$ cat src/rtl/game_sequencer_if.sv
// Control/status bundle between the input controls, the game sequencer and
// the trajectory / target / display datapath.
interface game_sequencer_if;
    logic       start_new_game;
    logic       shoot_req;
    logic       result_valid;
    logic       hit;
    logic [4:0] user_select;
    logic       shoot_out;
    logic       new_target;
    logic [4:0] select_out;
    logic       game_active;
    logic       game_over;
    logic [3:0] score;
    logic [3:0] shots_left;

    // Controls and datapath side: drives requests, observes sequencer status.
    modport master (
        output start_new_game, shoot_req, result_valid, hit, user_select,
        input  shoot_out, new_target, select_out, game_active, game_over,
        input  score, shots_left
    );

    // Sequencer side.
    modport slave (
        input  start_new_game, shoot_req, result_valid, hit, user_select,
        output shoot_out, new_target, select_out, game_active, game_over,
        output score, shots_left
    );
endinterface

$ cat src/rtl/game_sequencer.sv
// Round/game controller for the cannon-and-target datapath: reveals each new
// target, arms the cannon, issues shoot pulses, scores results, ends the game.
// Optional macro SEQ_TIMEOUT_EN: adds an IN_FLIGHT timeout that forces a miss
// after FLIGHT_TIMEOUT cycles without a trajectory result.
module game_sequencer #(
    parameter int SHOTS_PER_GAME = 8,
    parameter int DISP_CYCLES    = 16,
    parameter int FLIGHT_TIMEOUT = 64
) (
    input  logic             clk,
    input  logic             rst_n,
    game_sequencer_if.slave  bus
);
    localparam int DW = (DISP_CYCLES > 1) ? $clog2(DISP_CYCLES) : 1;

    typedef enum logic [2:0] {
        S_IDLE, S_NEW_TARGET, S_SHOW_X, S_SHOW_Y,
        S_ARMED, S_IN_FLIGHT, S_RESULT, S_GAME_OVER
    } state_t;

    state_t        state, nxt;
    logic [DW-1:0] disp_cnt;
    logic          disp_last;
    logic          hit_q;
    logic          flight_expire;

    // Out-of-range parameters elaborate an empty marker scope that shows up
    // in the hierarchy, which makes a bad configuration easy to spot.
    if (SHOTS_PER_GAME < 1 || SHOTS_PER_GAME > 15 || DISP_CYCLES < 1 ||
        FLIGHT_TIMEOUT < 2) begin : g_bad_params
    end

    assign disp_last = (disp_cnt == DW'(DISP_CYCLES - 1));

`ifdef SEQ_TIMEOUT_EN
    localparam int FW = $clog2(FLIGHT_TIMEOUT);
    logic [FW-1:0] flight_cnt;

    assign flight_expire = (flight_cnt == FW'(FLIGHT_TIMEOUT - 1));

    // Counts IN_FLIGHT cycles; restarts from zero on every entry.
    always_ff @(posedge clk) begin
        if (!rst_n)
            flight_cnt <= '0;
        else if (state == S_IN_FLIGHT && nxt == S_IN_FLIGHT)
            flight_cnt <= flight_cnt + FW'(1);
        else
            flight_cnt <= '0;
    end
`else
    // Without the timeout a shot in flight waits for its result forever.
    assign flight_expire = 1'b0;
`endif

    // Next-state decode; restart beats every other transition.
    always_comb begin
        nxt = state;
        if (bus.start_new_game) begin
            nxt = S_NEW_TARGET;
        end else begin
            case (state)
                S_IDLE:       nxt = S_IDLE;
                S_NEW_TARGET: nxt = S_SHOW_X;
                S_SHOW_X:     if (disp_last) nxt = S_SHOW_Y;
                S_SHOW_Y:     if (disp_last) nxt = S_ARMED;
                S_ARMED:      if (bus.shoot_req) nxt = S_IN_FLIGHT;
                // A result arriving on the expiry edge is taken as a real result.
                S_IN_FLIGHT:  if (bus.result_valid || flight_expire) nxt = S_RESULT;
                S_RESULT: begin
                    if (bus.shots_left == 4'd0) nxt = S_GAME_OVER;
                    else if (hit_q)             nxt = S_NEW_TARGET;
                    else                        nxt = S_ARMED;
                end
                S_GAME_OVER:  nxt = S_GAME_OVER;
                default:      nxt = S_IDLE;
            endcase
        end
    end

    // State register plus outputs decoded from the next state so every
    // output lines up with the state it belongs to.
    always_ff @(posedge clk) begin
        if (!rst_n) begin
            state           <= S_IDLE;
            bus.shoot_out   <= 1'b0;
            bus.new_target  <= 1'b0;
            bus.game_active <= 1'b0;
            bus.game_over   <= 1'b0;
            bus.select_out  <= 5'b0;
            bus.score       <= 4'd0;
            bus.shots_left  <= 4'(SHOTS_PER_GAME);
            disp_cnt        <= '0;
            hit_q           <= 1'b0;
        end else begin
            state           <= nxt;
            bus.shoot_out   <= (state == S_ARMED) && (nxt == S_IN_FLIGHT);
            bus.new_target  <= (nxt == S_NEW_TARGET);
            bus.game_active <= (nxt != S_IDLE) && (nxt != S_GAME_OVER);
            bus.game_over   <= (nxt == S_GAME_OVER);
            case (nxt)
                S_SHOW_X:                      bus.select_out <= 5'b00100;
                S_SHOW_Y:                      bus.select_out <= 5'b00010;
                S_IN_FLIGHT:                   bus.select_out <= 5'b00001;
                S_IDLE, S_ARMED, S_GAME_OVER:  bus.select_out <= bus.user_select;
                default:                       bus.select_out <= 5'b0;
            endcase
            disp_cnt <= (nxt == state && (state == S_SHOW_X || state == S_SHOW_Y))
                        ? disp_cnt + DW'(1) : '0;
            if (bus.start_new_game) begin
                bus.score      <= 4'd0;
                bus.shots_left <= 4'(SHOTS_PER_GAME);
                hit_q          <= 1'b0;
            end else begin
                if (state == S_ARMED && nxt == S_IN_FLIGHT)
                    bus.shots_left <= bus.shots_left - 4'd1;
                if (state == S_IN_FLIGHT && nxt == S_RESULT) begin
                    hit_q <= bus.result_valid & bus.hit;
                    if (bus.result_valid && bus.hit && bus.score != 4'd15)
                        bus.score <= bus.score + 4'd1;
                end
            end
        end
    end
endmodule

$ cat src/flat_wrapper.sv
// flat-port wrapper written by rule: the top's interface ports become plain ports
module game_sequencer_flat 
#(
    parameter int SHOTS_PER_GAME = 8,
    parameter int DISP_CYCLES    = 16,
    parameter int FLIGHT_TIMEOUT = 64
)
  (clk, rst_n, bus_start_new_game, bus_shoot_req, bus_result_valid, bus_hit, bus_user_select, bus_shoot_out, bus_new_target, bus_select_out, bus_game_active, bus_game_over, bus_score, bus_shots_left);
  game_sequencer_if bus_i ();
  input  logic clk;
  input  logic rst_n;
  input wire logic [$bits(bus_i.start_new_game)-1:0] bus_start_new_game;
  input wire logic [$bits(bus_i.shoot_req)-1:0] bus_shoot_req;
  input wire logic [$bits(bus_i.result_valid)-1:0] bus_result_valid;
  input wire logic [$bits(bus_i.hit)-1:0] bus_hit;
  input wire logic [$bits(bus_i.user_select)-1:0] bus_user_select;
  output wire logic [$bits(bus_i.shoot_out)-1:0] bus_shoot_out;
  output wire logic [$bits(bus_i.new_target)-1:0] bus_new_target;
  output wire logic [$bits(bus_i.select_out)-1:0] bus_select_out;
  output wire logic [$bits(bus_i.game_active)-1:0] bus_game_active;
  output wire logic [$bits(bus_i.game_over)-1:0] bus_game_over;
  output wire logic [$bits(bus_i.score)-1:0] bus_score;
  output wire logic [$bits(bus_i.shots_left)-1:0] bus_shots_left;
  assign bus_i.start_new_game = bus_start_new_game;
  assign bus_i.shoot_req = bus_shoot_req;
  assign bus_i.result_valid = bus_result_valid;
  assign bus_i.hit = bus_hit;
  assign bus_i.user_select = bus_user_select;
  assign bus_shoot_out = bus_i.shoot_out;
  assign bus_new_target = bus_i.new_target;
  assign bus_select_out = bus_i.select_out;
  assign bus_game_active = bus_i.game_active;
  assign bus_game_over = bus_i.game_over;
  assign bus_score = bus_i.score;
  assign bus_shots_left = bus_i.shots_left;
  game_sequencer #(.SHOTS_PER_GAME(SHOTS_PER_GAME), .DISP_CYCLES(DISP_CYCLES), .FLIGHT_TIMEOUT(FLIGHT_TIMEOUT)) u_core (.clk(clk), .rst_n(rst_n), .bus(bus_i));
endmodule
$ cat config.mk
export PLATFORM = sky130hd
export DESIGN_NAME = game_sequencer_flat
export DESIGN_NICKNAME = d
export VERILOG_FILES = /design/src/rtl/game_sequencer_if.sv /design/src/rtl/game_sequencer.sv /design/src/flat_wrapper.sv
export SDC_FILE = /design/constraint.sdc
export NUM_CORES = 1
export LEC_CHECK = 0
export ABC_AREA = 1
export CORE_MARGIN = 3
export CORE_UTILIZATION = 45
export DETAILED_ROUTE_END_ITERATION = 12
export GPL_TIMING_DRIVEN = 0
export PLACE_DENSITY_LB_ADDON = 0.25
export SLEW_MARGIN = 0
export SYNTH_ARGS = -nofsm -noshare
export SYNTH_HDL_FRONTEND = slang
export SYNTH_SLANG_ARGS = --single-unit
$ cat constraint.sdc
create_clock -name clk -period 2.5 [get_ports clk]
set_input_delay 0.5 -clock clk [delete_from_list [all_inputs] [get_ports clk]]
set_output_delay 0.5 -clock clk [all_outputs]
set_load 0.05 [all_outputs]
==> metrics.yaml, run 1 <==
die:
  row_count: 18
  io_pins: 28
  die-height_microns: 59.26
  core-area_sq_mm: 0.002590
  die_area_sq_mm: 0.003511
  fp.dieW_microns: 59.26
  initial_core_util: 0.4928
sta:
  period_share: 0.8484
  setup_viol: 0
  slew_violations: 0
  rsz0062_at_grt: "no"
  finClkSkew_ns: 0.005437
  period_minus_slack_ns: 2.121
  worst_pin_slew_ns: 0.6179
  hold_viol: 0
  tns_ns: 0
  max_freq_mhz: 471.5
  slew_headroom: 0.5865
cts:
  tritoncts: "yes"
  clock_path_buffers: 2
  numCtsBuffers: 3
  cts.root.buffer_cell: "clkbuf_4"
  cts_setup_buffers: 0
  clkSlewWorstSetupHoldPaths_ns: 0.14
  ctsResizeCount: 0
  cts_hold_buf: 0
  htree_levels: 1
  clock_latency_ns: 0.32
  clock_sinks: 25
worst_hold_path:
  hold_path_class: "flip-flop to flip-flop"
global_route:
  overflow: 0
  grt_pass1_vias: 1110
  antenna_found_initial: 0
  grtUsageTotal: 0.1661
  grt_max_degree: 16
  grt_pass1_wl_mm: 4.491
setup_path:
  worst-path-buf-inv: 1
  slowest_stage: "clkdlybuf4s50_1"
  endpoint_kind: "output port"
  path_delay_family: "buffers and inverters"
  critPathMaxStageDelay_ns: 0.84
  cp.arrival_ns: 1.62
  crit_fanout: 5
  crit_chain: "clkdlybuf4s50_1"
  path_class: "flip-flop to output port"
  rrSetupSlack_ns: 0.70
  critPathLaunchType: "flip-flop"
  worstPathRequired_ns: 2.00
route:
  dr.pass1.iters: 4
  wl_per_cell_microns: 11.17
  ant_nets: 0
  via_per_inst: 4.907
  wl_mm: 2.648
  via_count: 1163
  drt_iter0_drc: 17
  drc: 0
placed_design:
  gp_congestion: 0.8801
  place_area_sq_mm: 0.001584
  portBuffers: 27
  hpwlAfterDp_mm: 2.067
yosys:
  synth_edf_count: 0
  synth_area_per_cell_sq_um: 7.251
  async_flop_share: 0
  syn_nets: 190
  yosysSeqAreaShare: 0.3922
  synth_seq_cells: 25
  netlist_area_sq_mm: 0.001276
  yosys_warnings: 0
  synth_cell_types: 25
  synth_cells: 176
  ys.flop_type: "dfxtp_1"
finish:
  nNetsFinal: 222
  n_antenna_cell: 0
  final_area_sq_mm: 0.001614
  area_delta_synth_final_pct: 26.47
  drive_above_1_share: 0.1546
pwr:
  p_leak_nw: 0.6932
  switching_share: 0.2738
  switchingPower_w: 0.0001909
  p_clk_frac: 0.266
  power.internal_w: 0.0005063
  seq_power_share: 0.587
  powerDensity_mw_per_mm2: 432.0
  ir_worst_vdd_mv: 0.3669
  comb_power_share: 0.146
outcome:
  status: "complete, no violations"
run:
  maxCapViolCount: 0
[worst register-to-register path, stage by stage, from the launching register on]
cell	delay, ns
dfxtp_1	0.40
inv_1	0.08
ha_1	0.23
nand2_1	0.13
nand2_1	0.11
a21oi_4	0.18
nand3_4	0.14
inv_2	0.09
nand2_1	0.07
nand2_2	0.10
nand2_1	0.06
a21oi_1	0.14
[placed cells by master, fill, tap and decap left out, types with 4 or more instances in the layout]
| master | n |
|---|---|
| a21oi_1 | 5 |
| nand4_1 | 7 |
| dfxtp_1 | 25 |
| nor2_1 | 33 |
| inv_2 | 5 |
| nand2_2 | 7 |
| nand3_1 | 11 |
| clkdlybuf4s50_1 | 27 |
| nand2_1 | 37 |
| nor2_2 | 5 |
| inv_1 | 16 |
| nand3_2 | 4 |
[kinds of logic after synthesis]
| family | count (synthesis) | synth area share |
|---|---|---|
| AND/OR/NAND/NOR | 111 | 0.4255 |
| flip-flops | 25 | 0.3922 |
| buffers and inverters | 24 | 0.07941 |
| AO/OA/AOI/OAI | 9 | 0.04607 |
| XOR/XNOR | 4 | 0.02746 |
| adder cells (fa/ha/maj) | 3 | 0.02941 |
[sequential cells by signal, summed over array words and instances (netlist names), 3 cells and up]
name and count:
u_core.bus.select_out 5, u_core.disp_cnt 4, u_core.bus.score 4, u_core.bus.shots_left 4
u_core.state 3
[cells in the mapped netlist (2+ instances only)]
cell	instances	area share
a21oi_1	5	0.020
dfxtp_1	25	0.39
ha_1	3	0.029
inv_1	16	0.047
inv_2	5	0.015
nand2_1	37	0.11
nand2_2	7	0.034
nand3_1	11	0.043
nand3_2	4	0.031
nand4_1	7	0.034
nor2_1	33	0.097
nor2_2	5	0.025
nor2_4	2	0.018
nor3_1	3	0.012
xor2_1	3	0.021
[final timing paths]
check | start | end | depth (start not counted)
worst min register to register | u_core.disp_cnt[0]$_SDFF_PN0_ | u_core.disp_cnt[0]$_SDFF_PN0_ | 1
worst max-delay path | u_core.bus.shots_left[2]$_SDFFE_PP0P_ | bus_shots_left[2] | 1
worst max register to register | u_core.bus.shots_left[0]$_SDFFE_PP0P_ | u_core.bus.select_out[2]$_SDFF_PN0_ | 11
worst min-delay path | u_core.disp_cnt[0]$_SDFF_PN0_ | u_core.disp_cnt[0]$_SDFF_PN0_ | 1
[through the flow]
step / cells / setup slack, ns / hold slack, ns / util / total power (W)
2_1_floorplan: 176 / 0.5651 / 0.4179 / - / 0.0004818
3_3_place_gp: 233 / 0.3115 / 0.4293 / 0.6116 / 0.0005179
3_5_place_dp: 233 / 0.2912 / 0.4431 / 0.6116 / 0.0005197
4_1_cts: 237 / 0.3756 / 0.4637 / 0.6232 / 0.0007090
5_1_grt: 237 / 0.3220 / 0.4820 / 0.6232 / 0.0007324
6_report: 237 / 0.3791 / 0.4623 / 0.6232 / 0.0006972
[routing by layer]
layer	vias to the layer above	part of all wire	GRT usage
met1	511	0.45	0.2003
met4	0	0.025	0.07443
met5	-	0	0
met2	28	0.47	0.2917
li1	618	-	-
met3	6	0.050	0.01961
[cell type report]
| cell class | count | area, sq um |
|---|---|---|
| Tap cell | 30 | 37.54 |
| Clock inverter | 1 | 7.507 |
| Sequential cell | 25 | 500.5 |
| Fill cell | 242 | 975.9 |
| Timing Repair Buffer | 27 | 270.3 |
| Buffer | 2 | 18.77 |
| Multi-Input combinational cell | 127 | 674.4 |
| Clock buffer | 3 | 22.52 |
| Inverter | 22 | 82.58 |
[power by group through the flow]
stage,logic (W),clock network (W),registers [W]
2_1_floorplan,0.0000417,0,0.000440
5_1_grt,0.000110,0.000212,0.000411
3_5_place_dp,0.000101,0,0.000418
6_report,0.000102,0.000186,0.000410
3_3_place_gp,0.0000998,0,0.000418
4_1_cts,0.000102,0.000197,0.000410
Power figures use the tool's default switching activity.
==> run 2: changes to the inputs <==
- clock period: 2.5 -> 2.1 ns (I/O delays scaled with it)
==> results of run 2 <==
Same layout as run 1 (identical final DEF). Status: complete, no violations.
Among the figures that moved: setup slack after placement 0.2912 ns -> -0.02884 ns; setup slack after layout 0.3791 ns -> 0.05911 ns; register-to-register setup slack 0.70 ns -> 0.30 ns; total power 0.0006972 W -> 0.0008301 W; worst IR drop on VDD 0.3669 mV -> 0.4368 mV
